==> src/rtl/uart_massiv_pkg.sv <==
// Shared constants and state encodings for the framed UART block link.
// The block transmitter uses the same header codes and word count.
package uart_massiv_pkg;

    localparam logic [7:0] CODE_START = 8'h23;
    localparam logic [7:0] CODE_1     = 8'h0A;
    localparam logic [7:0] CODE_2     = 8'h3A;

    localparam int N_WORDS_DEF = 1025;

    typedef enum logic [2:0] {
        ST_IDLE,
        ST_HDR1,
        ST_HDR2,
        ST_DATA_HI,
        ST_DATA_LO,
        ST_CRC_HI,
        ST_CRC_LO
    } state_e;

    typedef enum logic [1:0] {
        RX_IDLE,
        RX_START,
        RX_DATA,
        RX_STOP
    } rx_state_e;

endpackage

==> src/rtl/uart_rx.sv <==
// Bit-level 8N1 deserialiser with 2-FF input synchroniser.
// Samples mid-bit, LSB first; a low stop bit reports err instead of a byte.
module uart_rx
    import uart_massiv_pkg::*;
#(
    parameter int CLK_DIV = 868
) (
    input  logic       clk,
    input  logic       rst_n,
    input  logic       rx,
    output logic [7:0] data,
    output logic       valid,
    output logic       err
);

    localparam int CW = $clog2(CLK_DIV);
    localparam logic [CW-1:0] HALF_M1 = CW'(CLK_DIV / 2 - 1);
    localparam logic [CW-1:0] FULL_M1 = CW'(CLK_DIV - 1);

    logic      meta_q, sync_q, prev_q;
    rx_state_e st_q, st_d;
    logic [CW-1:0] cnt_q, cnt_d;
    logic [2:0] bit_q, bit_d;
    logic [7:0] sh_q, sh_d;
    logic      valid_q, valid_d;
    logic      err_q, err_d;

    // Synchronise rx and keep the previous sample for falling-edge detect.
    always_ff @(posedge clk or negedge rst_n) begin
        if (!rst_n) begin
            meta_q <= 1'b1;
            sync_q <= 1'b1;
            prev_q <= 1'b1;
        end else begin
            meta_q <= rx;
            sync_q <= meta_q;
            prev_q <= sync_q;
        end
    end

    // Receiver state register.
    always_ff @(posedge clk or negedge rst_n) begin
        if (!rst_n) begin
            st_q    <= RX_IDLE;
            cnt_q   <= '0;
            bit_q   <= '0;
            sh_q    <= '0;
            valid_q <= 1'b0;
            err_q   <= 1'b0;
        end else begin
            st_q    <= st_d;
            cnt_q   <= cnt_d;
            bit_q   <= bit_d;
            sh_q    <= sh_d;
            valid_q <= valid_d;
            err_q   <= err_d;
        end
    end

    // Next-state: start re-check at half bit, then full-bit sampling.
    always_comb begin
        st_d    = st_q;
        cnt_d   = cnt_q;
        bit_d   = bit_q;
        sh_d    = sh_q;
        valid_d = 1'b0;
        err_d   = 1'b0;
        case (st_q)
            RX_IDLE: begin
                cnt_d = '0;
                if (prev_q && !sync_q) begin
                    st_d = RX_START;
                end
            end
            RX_START: begin
                if (cnt_q == HALF_M1) begin
                    cnt_d = '0;
                    bit_d = '0;
                    st_d  = sync_q ? RX_IDLE : RX_DATA;
                end else begin
                    cnt_d = cnt_q + CW'(1);
                end
            end
            RX_DATA: begin
                if (cnt_q == FULL_M1) begin
                    cnt_d = '0;
                    sh_d  = {sync_q, sh_q[7:1]};
                    if (bit_q == 3'd7) begin
                        st_d = RX_STOP;
                    end else begin
                        bit_d = bit_q + 3'd1;
                    end
                end else begin
                    cnt_d = cnt_q + CW'(1);
                end
            end
            RX_STOP: begin
                if (cnt_q == FULL_M1) begin
                    cnt_d = '0;
                    st_d  = RX_IDLE;
                    if (sync_q) begin
                        valid_d = 1'b1;
                    end else begin
                        err_d = 1'b1;
                    end
                end else begin
                    cnt_d = cnt_q + CW'(1);
                end
            end
            default: st_d = RX_IDLE;
        endcase
    end

    assign data  = sh_q;
    assign valid = valid_q;
    assign err   = err_q;

endmodule

==> src/rtl/uart_rx_massiv.sv <==
// Frame receiver: header hunt, word reassembly into a FIFO, additive checksum.
// Framing errors and inter-byte timeouts abort a frame in progress.
module uart_rx_massiv
    import uart_massiv_pkg::*;
#(
    parameter int CLK_DIV     = 868,
    parameter int N_WORDS     = N_WORDS_DEF,
    parameter int TIMEOUT_CYC = 20 * CLK_DIV
) (
    input  logic        clk,
    input  logic        rst_n,
    input  logic        rx,
    output logic [15:0] fifo_data,
    output logic        fifo_wr_en,
    input  logic        fifo_full,
    output logic        frame_done,
    output logic        frame_ok,
    output logic        err_crc,
    output logic        err_ovf,
    output logic        err_abort,
    output logic        busy
);

    localparam int NW = $clog2(N_WORDS + 1);
    localparam int TW = $clog2(TIMEOUT_CYC + 1);
    localparam logic [NW-1:0] NW_LAST = NW'(N_WORDS);
    localparam logic [TW-1:0] TMO_LAST = TW'(TIMEOUT_CYC - 1);

    logic [7:0] byte_data;
    logic       byte_valid;
    logic       byte_err;

    state_e      st_q, st_d;
    logic [7:0]  hi_q, hi_d;
    logic [15:0] sum_q, sum_d;
    logic [NW-1:0] cnt_q, cnt_d;
    logic        ovf_q, ovf_d;
    logic [TW-1:0] tmo_q, tmo_d;
    logic [15:0] data_q, data_d;
    logic        wr_q, wr_d;
    logic        done_q, done_d;
    logic        ok_q, ok_d;
    logic        crc_q, crc_d;
    logic        eovf_q, eovf_d;
    logic        abort_q, abort_d;
    logic        busy_q;

    logic [15:0]   word;
    logic [NW-1:0] cnt_inc;

    assign word    = {hi_q, byte_data};
    assign cnt_inc = cnt_q + NW'(1);

    uart_rx #(
        .CLK_DIV(CLK_DIV)
    ) u_rx (
        .clk  (clk),
        .rst_n(rst_n),
        .rx   (rx),
        .data (byte_data),
        .valid(byte_valid),
        .err  (byte_err)
    );

    // Parser state, accumulators and registered outputs.
    always_ff @(posedge clk or negedge rst_n) begin
        if (!rst_n) begin
            st_q    <= ST_IDLE;
            hi_q    <= '0;
            sum_q   <= '0;
            cnt_q   <= '0;
            ovf_q   <= 1'b0;
            tmo_q   <= '0;
            data_q  <= '0;
            wr_q    <= 1'b0;
            done_q  <= 1'b0;
            ok_q    <= 1'b0;
            crc_q   <= 1'b0;
            eovf_q  <= 1'b0;
            abort_q <= 1'b0;
            busy_q  <= 1'b0;
        end else begin
            st_q    <= st_d;
            hi_q    <= hi_d;
            sum_q   <= sum_d;
            cnt_q   <= cnt_d;
            ovf_q   <= ovf_d;
            tmo_q   <= tmo_d;
            data_q  <= data_d;
            wr_q    <= wr_d;
            done_q  <= done_d;
            ok_q    <= ok_d;
            crc_q   <= crc_d;
            eovf_q  <= eovf_d;
            abort_q <= abort_d;
            busy_q  <= (st_q != ST_IDLE);
        end
    end

    // Next-state: aborts win over parsing; parsing moves only on byte_valid.
    always_comb begin
        st_d    = st_q;
        hi_d    = hi_q;
        sum_d   = sum_q;
        cnt_d   = cnt_q;
        ovf_d   = ovf_q;
        data_d  = data_q;
        wr_d    = 1'b0;
        done_d  = 1'b0;
        ok_d    = 1'b0;
        crc_d   = 1'b0;
        eovf_d  = 1'b0;
        abort_d = 1'b0;
        if (st_q == ST_IDLE || byte_valid) begin
            tmo_d = '0;
        end else begin
            tmo_d = tmo_q + TW'(1);
        end
        if (st_q != ST_IDLE && !byte_valid
            && (byte_err || tmo_q == TMO_LAST)) begin
            st_d    = ST_IDLE;
            abort_d = 1'b1;
            tmo_d   = '0;
        end else if (byte_valid) begin
            case (st_q)
                ST_IDLE: begin
                    if (byte_data == CODE_START) st_d = ST_HDR1;
                end
                ST_HDR1: begin
                    if (byte_data == CODE_1) begin
                        st_d = ST_HDR2;
                    end else if (byte_data == CODE_START) begin
                        st_d = ST_HDR1;
                    end else begin
                        st_d = ST_IDLE;
                    end
                end
                ST_HDR2: begin
                    if (byte_data == CODE_2) begin
                        st_d  = ST_DATA_HI;
                        sum_d = '0;
                        cnt_d = '0;
                        ovf_d = 1'b0;
                    end else if (byte_data == CODE_START) begin
                        st_d = ST_HDR1;
                    end else begin
                        st_d = ST_IDLE;
                    end
                end
                ST_DATA_HI: begin
                    hi_d = byte_data;
                    st_d = ST_DATA_LO;
                end
                ST_DATA_LO: begin
                    sum_d = sum_q + word;
                    cnt_d = cnt_inc;
                    if (!fifo_full) begin
                        wr_d   = 1'b1;
                        data_d = word;
                    end else begin
                        eovf_d = 1'b1;
                        ovf_d  = 1'b1;
                    end
                    st_d = (cnt_inc == NW_LAST) ? ST_CRC_HI : ST_DATA_HI;
                end
                ST_CRC_HI: begin
                    hi_d = byte_data;
                    st_d = ST_CRC_LO;
                end
                ST_CRC_LO: begin
                    done_d = 1'b1;
                    ok_d   = (word == sum_q) && !ovf_q;
                    crc_d  = (word != sum_q);
                    st_d   = ST_IDLE;
                end
                default: st_d = ST_IDLE;
            endcase
        end
    end

    assign fifo_data  = data_q;
    assign fifo_wr_en = wr_q;
    assign frame_done = done_q;
    assign frame_ok   = ok_q;
    assign err_crc    = crc_q;
    assign err_ovf    = eovf_q;
    assign err_abort  = abort_q;
    assign busy       = busy_q;

endmodule

==> config.mk <==
export PLATFORM = sky130hd
export DESIGN_NAME = uart_rx_massiv
export DESIGN_NICKNAME = d
export VERILOG_FILES = /design/src/rtl/uart_massiv_pkg.sv /design/src/rtl/uart_rx.sv /design/src/rtl/uart_rx_massiv.sv
export SDC_FILE = /design/constraint.sdc
export NUM_CORES = 1
export LEC_CHECK = 0
export CAP_MARGIN = 20
export CORE_ASPECT_RATIO = 1.1
export CORE_MARGIN = 5
export CORE_UTILIZATION = 55
export CTS_CLUSTER_SIZE = 8
export DETAILED_ROUTE_END_ITERATION = 7
export GPL_TIMING_DRIVEN = 1
export PLACE_DENSITY = 0.74
export SYNTH_ARGS = -nofsm -noshare
export SYNTH_HDL_FRONTEND = slang
export SYNTH_SLANG_ARGS = --single-unit
==> constraint.sdc <==
create_clock -name clk -period 2.9 [get_ports clk]
set_input_delay 0.29 -clock clk [delete_from_list [all_inputs] [get_ports clk]]
set_output_delay 0.29 -clock clk [all_outputs]
set_load 0.03 [all_outputs]
Yosys cells after proc, flatten, opt, wreduce, memory -nomap -nowiden
Cells that the tools add are included.
{"block": "word_totals", "regBits": 105, "output_inout_bits": 23, "wordCells": 138}
{"block": "classes", "n_bitwise": 2, "reduce_logical": 25, "n_mux": 55, "addsub": 5, "n_eq_ne": 28}
{"cell": "$pmux 16 s2", "count": 1}
{"cell": "$mux 15", "count": 2}
{"cell": "$pmux 10 s3", "count": 1}
{"cell": "$mux 1", "count": 27}
{"cell": "$mux 3", "count": 8}
{"cell": "$pmux 11 s2", "count": 1}
{"cell": "$mux 10", "count": 2}
{"cell": "$pmux 3 s6", "count": 1}
{"cell": "$add 16x16->16", "count": 1}
{"cell": "$eq 16x16->1", "count": 1}
{"cell": "$eq 8x6->1 const B", "count": 2}
{"cell": "$mux 16", "count": 1}
{"cell": "$ne 16x16->1", "count": 1}
{"cell": "$add 15x1->15 const B", "count": 1}
{"cell": "$eq 15x15->1 const B", "count": 1}
{"cell": "$mux 2", "count": 7}
{"cell": "$eq 3x3->1 const B", "count": 4}
{"cell": "$reduce_and 4->1", "count": 3}
{"cell": "$add 11x1->11 const B", "count": 1}
{"cell": "$eq 11x11->1 const B", "count": 1}
{"cell": "$mux 11", "count": 1}
{"cell": "$add 10x1->10 const B", "count": 1}
{"cell": "$eq 10x10->1 const B", "count": 1}
{"cell": "$eq 10x9->1 const B", "count": 1}
{"cell": "other kinds (24)", "count": 44}

Longest topological paths before layout
{"block": "depth", "word_depth": 6, "depth_mapped": 8, "depth_no_buf": 8}

Cells and area by module
A second synthesis with hierarchy kept.
{"block": "hier_totals", "hier_cells": 531, "area_unflattened_um2": 5496.5}
{"mod": "uart_rx_massiv", "cells_each": 427, "n_inst": 1, "area_per_inst_um2": 4231.6}
{"mod": "uart_rx", "cells_each": 104, "n_inst": 1, "area_per_inst_um2": 1265.0}

Least setup slack after synthesis
OpenSTA, ideal clock, no wires.
{"block": "synth_timing", "path_kind": "flip-flop to flip-flop", "from": "register u_rx.sh_q[0] (netlist: u_rx.data[0])", "to": "register sum_q[8]", "path_buffers": 0, "arrival_time_ns": 2.234, "slack_ns": 0.540, "period_less_slack_ns": 2.360, "path_stages_with_launch": 9, "cell_sequence": "dfrtp_1 > ha_1 > fa_1 > a21o_1 > a21oi_1 > o21ai_0 > a21o_1 > a21o_1 > a221o_1"}
{"block": "synth_via", "elab_chain_len": 3, "word_cells_on_any_way": 5, "classes_between": "1 x add/sub; 2 x eq/ne; 1 x mux; 1 x reduce/logical"}
{"item": "start, declared", "line": "uart_rx.sv:24", "rtl": "logic [7:0] sh_q, sh_d;"}
{"item": "start signal, assigned", "line": "uart_rx.sv:47", "rtl": "sh_q <= '0;"}
{"item": "start signal, assigned", "line": "uart_rx.sv:54", "rtl": "sh_q <= sh_d;"}
{"item": "parallel branches: the longest is 3 deep, another holds $add 16x16->16"}
{"item": "end signal, assigned", "line": "uart_rx_massiv.sv:85", "rtl": "sum_q <= sum_d;"}
{"item": "end, declared", "line": "uart_rx_massiv.sv:35", "rtl": "logic [15:0] sum_q, sum_d;"}
Parallel ways; which one is timed is not known.
A chain may end at the register's enable or synchronous reset.

Worst setup path after layout
Ends and elaborated chain as after synthesis.

==> impl_metrics.tcl <==
set metrics [dict create \
    status "finished clean" \
    wl_per_cell_um 16.5 \
    route.top_layer_used "met4" \
    layout_setup_ws_ns 0.202 \
    synth_compound_area_share_pct 11.9 \
    first_pass_iters 5 \
    syn_nets 529 \
    crit_start "u_rx.data[0]$_DFFE_PN0P_" \
    grt_antenna_before_repair 0 \
    cts_root_buf "clkbuf_8" \
    synth_flop_cell "dfrtp_1" \
    cts_tree "yes" \
    tns_ns 0 \
    grt_usage_pct 20.2 \
    synthDistinctLibCells 61 \
    synth-adder-area-share_pct 5.63 \
    wl_met1_um 5100 \
    tightest_slew_ns 0.706 \
    worst-path-buf-inv 0 \
    netlist_instances 502 \
    htree_levels 3 \
    grt_max_degree 56 \
    yosysWarnings 0 \
    r2r-start "u_rx.data[0]$_DFFE_PN0P_" \
    die_w_um 103 \
    path_clk_slew_ns 0.10 \
    crit_path_frequent_cell "a21o_1" \
    cp-start-kind "flip-flop" \
    slowest_delay_ns 0.45 \
    synth_top_family_by_area "simple AND/OR/NAND/NOR gates" \
    synth-simple-area-share_pct 16.5 \
    route.vias.total 3761 \
    fin_crit_sh_pct 93.0 \
    relSlewSlack_pct 52.3 \
    gr-total-overflow 0 \
    top_level_ports 27 \
    cts_sinks 105 \
    fin_crit_ns 2.70 \
    via_per_inst 5.76 \
    core_area_sq_mm 0.00935 \
    dpl_cell_area_sq_mm 0.00563 \
    clockBufferDepth 2 \
    required_ns 3.17 \
    seq_area_frac_synth_pct 50.2 \
    avgSynthCellArea_sq_um 10.5 \
    wl_met2_um 5150 \
    syn_to_final_growth_pct 11.4 \
    place_congestion 0.899 \
    crit_chain "ha_1, fa_1, a21o_1, a21oi_1, o21ai_0, a21o_1, a21o_1, a221o_1" \
    synth_xor_area_share_pct 6.01 \
    crit_path_top_delay_cell "dfrtp_1" \
    power.density_mw_per_mm2 448 \
    ir_drop_uv 277 \
    final_nets 558 \
    start_util_pct 56.1 \
    synth_edf_count 0 \
    post-route-cell-area_sq_mm 0.00584 \
    die_h_um 112 \
    hp-class "primary input to flip-flop" \
    muxShareOfSynthArea_pct 7.70 \
    finalSetupViolations 0 \
    die_area_sq_mm 0.0116 \
    clock_latency_ns 0.37 \
    crit_family "compound AO/OA/AOI/OAI gates" \
    dr.first_iter.drc_count 224 \
    critPathKind "flip-flop to flip-flop" \
    min_from "rx" \
    synthesis.area_sq_mm 0.00525 \
    cp_max_fo 6 \
    drc 0 \
    antenna_left 0 \
    fmax_mhz 371 \
    rsz0062_at_grt "false" \
    cp-end-kind "flip-flop" \
    finalMaxSlewViolations 0 \
    crit_arrival_ns 2.96 \
    p_leak_nw 2.70 \
    drive_gt1_share_pct 12.3 \
    hpwl_um 7420 \
    drv_cap 0 \
    cts_buffers 9 \
    dp_slack_ns 0.221 \
    async_reset_ff_share_pct 100 \
    skew_ns 0.0102 \
    portBuffers 26 \
    rows 37 \
    dr_wl_met3_um 364 \
    finalHoldViolations 0 \
    synth_seq_cells 105 \
    antenna_cells 0 \
    wirelength_um 10700 \
    grt_pass1_wl_um 18600 \
    grt_pass1_vias 3821 \
]
-- timing repair --
item                                    CTS  global route
resized for setup                         0             1
hold endpoints to repair                 44             0
setup buffers                             0             0
endpoints found under the setup margin    0             1
hold buffers                              1             0
-- synth_stat cells, types with 2 or more instances --
cell type / count / area, sq um
and2_1: 2 / 12.5
nand3_1: 18 / 90.1
buf_2: 5 / 25.0
nor4_1: 8 / 50.1
a211o_1: 2 / 17.5
a211oi_1: 2 / 15.0
nor2b_1: 2 / 12.5
o22ai_1: 2 / 12.5
and3_1: 10 / 62.6
dfstp_2: 3 / 78.8
or3_1: 7 / 43.8
nor2_1: 51 / 191
xnor2_1: 19 / 166
nor3b_1: 3 / 22.5
nor3_1: 7 / 35.0
ha_1: 22 / 275
o21a_1: 3 / 22.5
o211ai_1: 2 / 15.0
a31oi_1: 6 / 37.5
a22o_1: 6 / 52.6
xor2_1: 17 / 149
nand4_1: 10 / 62.6
inv_1: 11 / 41.3
a21oi_1: 15 / 75.1
o31ai_1: 2 / 15.0
o21ai_0: 40 / 200
nand2b_1: 3 / 18.8
nand2_1: 46 / 173
clkbuf_1: 8 / 30.0
mux2_2: 35 / 394
a21o_1: 4 / 30.0
dfrtp_1: 102 / 2550
-- worst paths after layout --
check                      slack [ns]  depth (start not counted)                     to
max                              0.20                          8   sum_q[8]$_DFFE_PN0P_
min                              0.32                          1  u_rx.meta_q$_DFF_PN1_
max reg2reg                      0.20                          8   sum_q[8]$_DFFE_PN0P_
min reg2reg                      0.37                          0  u_rx.sync_q$_DFF_PN1_
max in group asynchronous        1.52                          3  u_rx.sync_q$_DFF_PN1_
min in group asynchronous        0.50                          2    tmo_q[11]$_DFF_PN0_
-- where the power goes --
group / internal, mW / leakage, nW / switching [mW]
combinational: 0.0618 / 1.15 / 0.0920
sequential: 1.49 / 1.45 / 0.0423
clock: 0.408 / 0.0977 / 0.523
-- metrics by stage --
step | utilization [%] | hold slack [ns] | power, mW | instances
floorplan | - | -0.00559 | 1.65 | 502
global placement | 60.2 | 0.346 | 1.71 | 636
detailed placement | 60.2 | 0.349 | 1.72 | 636
CTS | 62.5 | 0.312 | 2.65 | 653
global route | 62.5 | 0.293 | 2.74 | 653
finish | 62.5 | 0.318 | 2.62 | 653
-- registers in the layout, summed over array words and instances, names as in the netlist, 3 cells and up, named ones only --
name and cells:
cnt_q 11, fifo_data 16, hi_q 8, st_q 3
sum_q 16, tmo_q 15, u_rx.bit_q 3, u_rx.cnt_q 10
u_rx.data 8
-- logic make-up after synthesis --
logic type | count (synthesis)
simple gates | 177
buf+inv | 26
xor+xnor | 36
flops | 105
compound gates | 99
mux | 36
fa+ha+maj | 23
-- worst register-to-register path, stage by stage (launching register included) --
cell and delay (ns):
dfrtp_1 0.45, ha_1 0.27, fa_1 0.42, a21o_1 0.18, a21oi_1 0.31, o21ai_0 0.26
a21o_1 0.26, a21o_1 0.18, a221o_1 0.28
-- routing by layer --
metal  vias to the layer above  GRT usage, %
li1                       1855             -
met1                      1835          28.0
met2                        60          32.1
met3                        11          4.29
met4                         0          5.44
met5                         -             0
-- area by class of cell --
class                   count  area (sq um)
clock buffers               9           124
clock inverters             7          78.8
fillers                   766          3510
inverters                  11          41.3
multi-input cells         371          2510
flip-flops and latches    105          2630
well taps                 117           146
repair buffers             33           313
-- placed cells by master (no fill, tap or decap), types with 4 or more instances in the layout --
master	n
mux2_2	35
a31oi_1	6
nand2_1	46
clkbuf_8	9
xnor2_1	19
nor4_1	8
nor2_1	51
o21ai_0	40
xor2_1	17
a22o_1	6
inv_1	11
nor3_1	7
ha_1	22
a21oi_1	15
and3_1	10
nand4_1	10
clkdlybuf4s50_1	25
a21o_1	4
dfrtp_1	102
nand3_1	18
buf_4	7
or3_1	7
Note: power is estimated with default switching activity, not from simulation.
